===== src/rtl/random_request_arbiter.sv =====
// random_request_arbiter: round-robin sharing of one RandomGenerator among NUM_REQ requesters.
// Optional macro RANGE_CHECK_EN: a winner with min > max gets an error pulse instead of a sample.
module random_request_arbiter #(
    parameter int                NUM_REQ     = 4,
    parameter int                WIDTH       = 8,
    parameter int                RNG_LATENCY = 1,
    parameter logic [WIDTH-1:0]  SEED        = 8'd1,
    parameter int                INIT_CYCLES = 2
) (
    input  logic                         in_clock,
    input  logic                         in_reset,
    input  logic [NUM_REQ-1:0]           in_req,
    input  logic [NUM_REQ*WIDTH-1:0]     in_min_flat,
    input  logic [NUM_REQ*WIDTH-1:0]     in_max_flat,
    output logic [NUM_REQ-1:0]           out_grant,
    output logic                         out_valid,
    output logic [WIDTH-1:0]             out_random,
    output logic [$clog2(NUM_REQ)-1:0]   out_owner,
    output logic                         out_error,
    output logic                         out_rng_reset,
    output logic                         out_rng_enable,
    output logic [WIDTH-1:0]             out_rng_seed,
    output logic [WIDTH-1:0]             out_rng_min,
    output logic [WIDTH-1:0]             out_rng_max,
    input  logic [WIDTH-1:0]             in_rng_random
);

    localparam int IDX_W  = $clog2(NUM_REQ);
    localparam int INIT_W = $clog2(INIT_CYCLES + 1);
    localparam int CNT_W  = 3;

    typedef enum logic [2:0] {INIT, IDLE, ISSUE, WAIT, DELIVER} state_t;

    state_t                    state;
    logic [IDX_W-1:0]          ptr;
    logic [INIT_W-1:0]         init_cnt;
    logic [CNT_W-1:0]          wait_cnt;
    logic [IDX_W-1:0]          win_idx;
    logic                      win_found;
    logic signed [WIDTH-1:0]   win_min;
    logic signed [WIDTH-1:0]   win_max;

    function automatic logic [IDX_W-1:0] wrap_idx(input logic [IDX_W-1:0] base, input int offs);
        int s;
        s = int'(base) + offs;
        if (s >= NUM_REQ) s = s - NUM_REQ;
        return IDX_W'(s);
    endfunction

    function automatic logic [NUM_REQ-1:0] onehot(input logic [IDX_W-1:0] idx);
        return NUM_REQ'(1) << idx;
    endfunction

    // Round-robin search starting at ptr; the first set bit wins.
    always_comb begin
        win_idx   = '0;
        win_found = 1'b0;
        for (int i = 0; i < NUM_REQ; i++) begin
            if (!win_found && in_req[wrap_idx(ptr, i)]) begin
                win_idx   = wrap_idx(ptr, i);
                win_found = 1'b1;
            end
        end
    end

    assign win_min      = in_min_flat[win_idx*WIDTH +: WIDTH];
    assign win_max      = in_max_flat[win_idx*WIDTH +: WIDTH];
    assign out_rng_seed = SEED;

`ifdef RANGE_CHECK_EN
    logic range_bad;
    logic error_q;
    assign range_bad = (win_min > win_max);
    assign out_error = error_q;
`else
    assign out_error = 1'b0;
`endif

    always_ff @(posedge in_clock or negedge in_reset) begin
        if (!in_reset) begin
            state          <= INIT;
            ptr            <= '0;
            init_cnt       <= '0;
            wait_cnt       <= '0;
            out_valid      <= 1'b0;
            out_grant      <= '0;
            out_random     <= '0;
            out_owner      <= '0;
            out_rng_enable <= 1'b0;
            out_rng_min    <= '0;
            out_rng_max    <= '0;
            out_rng_reset  <= 1'b1;
`ifdef RANGE_CHECK_EN
            error_q        <= 1'b0;
`endif
        end else begin
            case (state)
                INIT: begin
                    if (init_cnt == INIT_W'(INIT_CYCLES - 1)) begin
                        state         <= IDLE;
                        out_rng_reset <= 1'b0;
                    end else begin
                        init_cnt <= init_cnt + 1'b1;
                    end
                end
                IDLE: begin
                    if (win_found) begin
                        out_owner   <= win_idx;
                        out_rng_min <= win_min;
                        out_rng_max <= win_max;
`ifdef RANGE_CHECK_EN
                        // An inverted range never reaches the generator.
                        if (range_bad) begin
                            state     <= DELIVER;
                            out_grant <= onehot(win_idx);
                            error_q   <= 1'b1;
                        end else
`endif
                        begin
                            state          <= ISSUE;
                            out_rng_enable <= 1'b1;
                        end
                    end
                end
                ISSUE: begin
                    out_rng_enable <= 1'b0;
                    wait_cnt       <= '0;
                    state          <= WAIT;
                end
                WAIT: begin
                    if (wait_cnt == CNT_W'(RNG_LATENCY - 1)) begin
                        out_random <= in_rng_random;
                        out_valid  <= 1'b1;
                        out_grant  <= onehot(out_owner);
                        state      <= DELIVER;
                    end else begin
                        wait_cnt <= wait_cnt + 1'b1;
                    end
                end
                DELIVER: begin
                    out_valid <= 1'b0;
                    out_grant <= '0;
`ifdef RANGE_CHECK_EN
                    error_q   <= 1'b0;
`endif
                    ptr       <= wrap_idx(out_owner, 1);
                    state     <= IDLE;
                end
                default: state <= INIT;
            endcase
        end
    end

endmodule


===== config.mk =====
export PLATFORM = sky130hd
export DESIGN_NAME = random_request_arbiter
export DESIGN_NICKNAME = d
export VERILOG_FILES = /design/src/rtl/random_request_arbiter.sv
export SDC_FILE = /design/constraint.sdc
export NUM_CORES = 1
export LEC_CHECK = 0
export CAP_MARGIN = 15
export CORE_ASPECT_RATIO = 0.8
export CORE_MARGIN = 3
export CORE_UTILIZATION = 50
export CTS_BUF_LIST = sky130_fd_sc_hd__clkbuf_16
export CTS_CLUSTER_SIZE = 24
export DETAILED_ROUTE_END_ITERATION = 10
export DONT_BUFFER_PORTS = 1
export GPL_TIMING_DRIVEN = 0
export HOLD_SLACK_MARGIN = 0.05
export PLACE_DENSITY = 0.62
export SLEW_MARGIN = 20
export SYNTH_ARGS = -nofsm -noshare
export SYNTH_HDL_FRONTEND = slang
export SYNTH_SLANG_ARGS = --single-unit

===== constraint.sdc =====
create_clock -name in_clock -period 3.85 [get_ports in_clock]
set_clock_uncertainty 0.2 [all_clocks]
set_input_delay 0.77 -clock in_clock [delete_from_list [all_inputs] [get_ports in_clock]]
set_output_delay 0.77 -clock in_clock [all_outputs]
set_load 0.05 [all_outputs]

==> results.sh <==
export IMPL_core_area_sq_um=4680
export IMPL_outcome="finished clean"
export IMPL_synth_simple_area_share=0.122
export IMPL_synth_commonest_cells="dfrtp_1, o21ai_0, mux2_2"
export IMPL_yosys_mux_area_fraction=0.136
export IMPL_busiest_layer="met2"
export IMPL_drv_slew=0
export IMPL_period_share=0.609
export IMPL_worstMarginPinSlew_ns=0.667
export IMPL_dieArea_sq_um=5860
export IMPL_synth_flop_cell="dfrtp_1"
export IMPL_cts_resized=0
export IMPL_synth_xor_area_frac=0.00352
export IMPL_dieWidth_um=84.9
export IMPL_gp_congestion=0.804
export IMPL_grt_max_degree=43
export IMPL_grt_pass1_vias=1768
export IMPL_p_leak_nw=1.21
export IMPL_powerDensity_nw_per_um2=964
export IMPL_grt_pass1_wl_mm=9.01
export IMPL_synth_top_family_by_area="compound AO/OA/AOI/OAI gates"
export IMPL_peakVddDrop_uv=496
export IMPL_nFillCells=441
export IMPL_grt_overflow=0
export IMPL_htreeDepth=2
export IMPL_yosys_area_top_type_share=0.423
export IMPL_yosysWarnings=0
export IMPL_antenna_found_initial=0
export IMPL_setup_ws_ns=1.51
export IMPL_max_slew_margin_rel=0.552
export IMPL_final_cell_area_sq_um=2740
export IMPL_clock_sinks=43
export IMPL_setup_viol=0
export IMPL_cts_buffer_depth=2
export IMPL_rsz0062_at_grt="false"
export IMPL_path_class="reg2reg"
export IMPL_fmax_mhz=427
export IMPL_synth_cells=235
export IMPL_synth_adder_area_share=0.0352
export IMPL_cts_reportedPaths_clkPinSlew_ns=0.06
export IMPL_postCtsSetupRepairBufs=0
export IMPL_synth_compound_area_frac=0.200
export IMPL_worstHoldPathType="in2async"
export IMPL_worstPathArrival_ns=2.30
export IMPL_nNetsFinal=335
export IMPL_period_needed_ns=2.34
export IMPL_ios=120
export IMPL_yosys_area_top_type="dfrtp_1"
export IMPL_synthArstFlopShare=1.00
export IMPL_drc=0
export IMPL_ff2ff_setup_slack_ns=1.51
export IMPL_num_vias=1866
export IMPL_ant_nets=0
export IMPL_syn_mean_instance_area_sq_um=10.6
export IMPL_critical_path_max_stage_delay_ns=0.46
export IMPL_worstPathRequired_ns=3.81
export IMPL_use_met3=0.0765
export IMPL_cts_root_buf="clkbuf_16"
export IMPL_diodes=0
export IMPL_yosysSeqAreaShare=0.433
export IMPL_routed_via_density=6.02
export IMPL_post_place_ws_ns=1.23
export IMPL_clk_latency_ns=0.28
export IMPL_firstDrtPassIters=4
export IMPL_drt_iter0_drc=76
export IMPL_cp_end_kind="register"
export IMPL_numCtsBuffers=5
export IMPL_crit_start="ptr[1]$_DFFE_PN0N_"
export IMPL_setup_tns_ns=0
export IMPL_regToRegEndpoint="out_rng_min[2]$_DFFE_PN0P_"
export IMPL_wirelength_mm=5.75
export IMPL_yosysUniqueCellTypes=45
export IMPL_crit_end="out_rng_min[2]$_DFFE_PN0P_"
export IMPL_r2r_start="ptr[1]$_DFFE_PN0N_"
export IMPL_crit_chain="mux2i_1 > o2bb2ai_2 > nor2_4 > buf_6 > mux2_4 > a221o_1"
export IMPL_p_total_w=0.00264
export IMPL_regArea_sq_um=1080
export IMPL_cp_max_fo=10
export IMPL_rows=22
export IMPL_hpwl_mm=4.18
export IMPL_multi_input_area_sq_um=1270
export IMPL_wl_per_cell_um=18.6
export IMPL_numPortBuffers=0
export IMPL_area_growth_pct=10.3
export IMPL_grt_total_usage=0.193
export IMPL_synth_area_leaders="dfrtp_1, mux2_2, a221o_1"
export IMPL_synth_area_sq_um=2490
export IMPL_use_met1=0.261
export IMPL_worstRegToRegCells=6
export IMPL_start_kind="register"
export IMPL_synth_edff_count=0
export IMPL_die_h_um=69.1
export IMPL_yosys_register_bits=43
export IMPL_met2_usage=0.283
export IMPL_layout_drive_gt1_share=0.236
export IMPL_start_util=0.532
export IMPL_cts_tree="built"
export IMPL_yosys_cell_count_top_type="dfrtp_1"
export IMPL_final_util=0.586
export IMPL_place_area_sq_um=2590
export IMPL_slowest_stage="dfrtp_1"
export IMPL_report_final_hold_viol_count=0
export IMPL_max_cap_violations=0
routing by layer:
| layer | wire, um | part of all wire |
|---|---|---|
| met5 | 0 | 0 |
| met2 | 2520 | 0.44 |
| met4 | 68 | 0.012 |
| met3 | 671 | 0.12 |
| met1 | 2490 | 0.43 |
where the power goes:
group	total, W	switching (W)	internal, W
sequential	0.00137	0.000721	0.000644
combinational	0.000891	0.000463	0.000428
clock	0.000387	0.000154	0.000233
total	0.00264	0.00134	0.00130
worst min path at each step:
| stage | to | depth (start not counted) |
|---|---|---|
| floorplan | init_cnt[0]$_DFFE_PN0P_ | 1 |
| global placement | init_cnt[0]$_DFFE_PN0P_ | 1 |
| detailed placement | init_cnt[0]$_DFFE_PN0P_ | 1 |
| CTS | out_rng_reset$_DFFE_PN1P_ | 0 |
| global route | out_rng_reset$_DFFE_PN1P_ | 0 |
| finish | out_rng_min[0]$_DFFE_PN0P_ | 1 |
flip-flops by register name (all words and copies together) (netlist names):
name / count
wait_cnt: 3
out_rng_reset: 1
init_cnt: 2
out_grant: 4
out_rng_enable: 1
out_random: 8
out_rng_max: 8
out_rng_min: 8
out_valid: 1
state: 3
ptr: 2
out_owner: 2
cell usage in the layout (no fill, tap or decap), drive strengths merged, types with 2 or more instances in the layout:
cell	count
a221o	15
nand2	17
ha	7
a22o	2
dfrtp	42
conb	9
nor3	4
nand2b	3
nand3	15
clkinv	2
mux2i	2
nor2	8
o21ai	21
clkbuf	11
nor4	2
a211oi	2
inv	5
a21oi	18
nor2b	3
mux2	26
a21o	4
buf	18
worst max-delay path, delay by kind of cell, from the launching register on:
family	cells	cell delay, ns
mux	2	0.49
buf+inv	1	0.23
compound gates	2	0.53
simple gates	1	0.30
flops	1	0.46
final cells by class:
| type | count | area share |
|---|---|---|
| inverters | 5 | 0.00684 |
| clock buffers | 5 | 0.0456 |
| repair buffers | 1 | 0.00730 |
| plain buffers | 23 | 0.0538 |
| clock inverters | 2 | 0.00319 |
| well taps | 60 | 0.0274 |
| flip-flops and latches | 43 | 0.393 |
| multi-input cells | 171 | 0.463 |
cells by family after synthesis:
family                   count (synthesis)
XOR/XNOR                                 1
AND/OR/NAND/NOR                         56
other                                    2
buffers and inverters                   28
AO/OA/AOI/OAI                           70
flip-flops                              43
multiplexers                            28
adder cells (fa/ha/maj)                  7
per-stage QoR:
step | hold slack [ns] | instances
after detailed placement | 0.269 | 302
final | 0.130 | 310
after global routing | 0.118 | 310
after floorplan | 0.248 | 242
after CTS | 0.125 | 310
after global placement | 0.268 | 302
repair_timing:
action	CTS	global route
endpoints found under the hold margin	42	0
setup endpoints to repair	0	0
hold buffers	1	0
(Power assumes the default switching activity.)
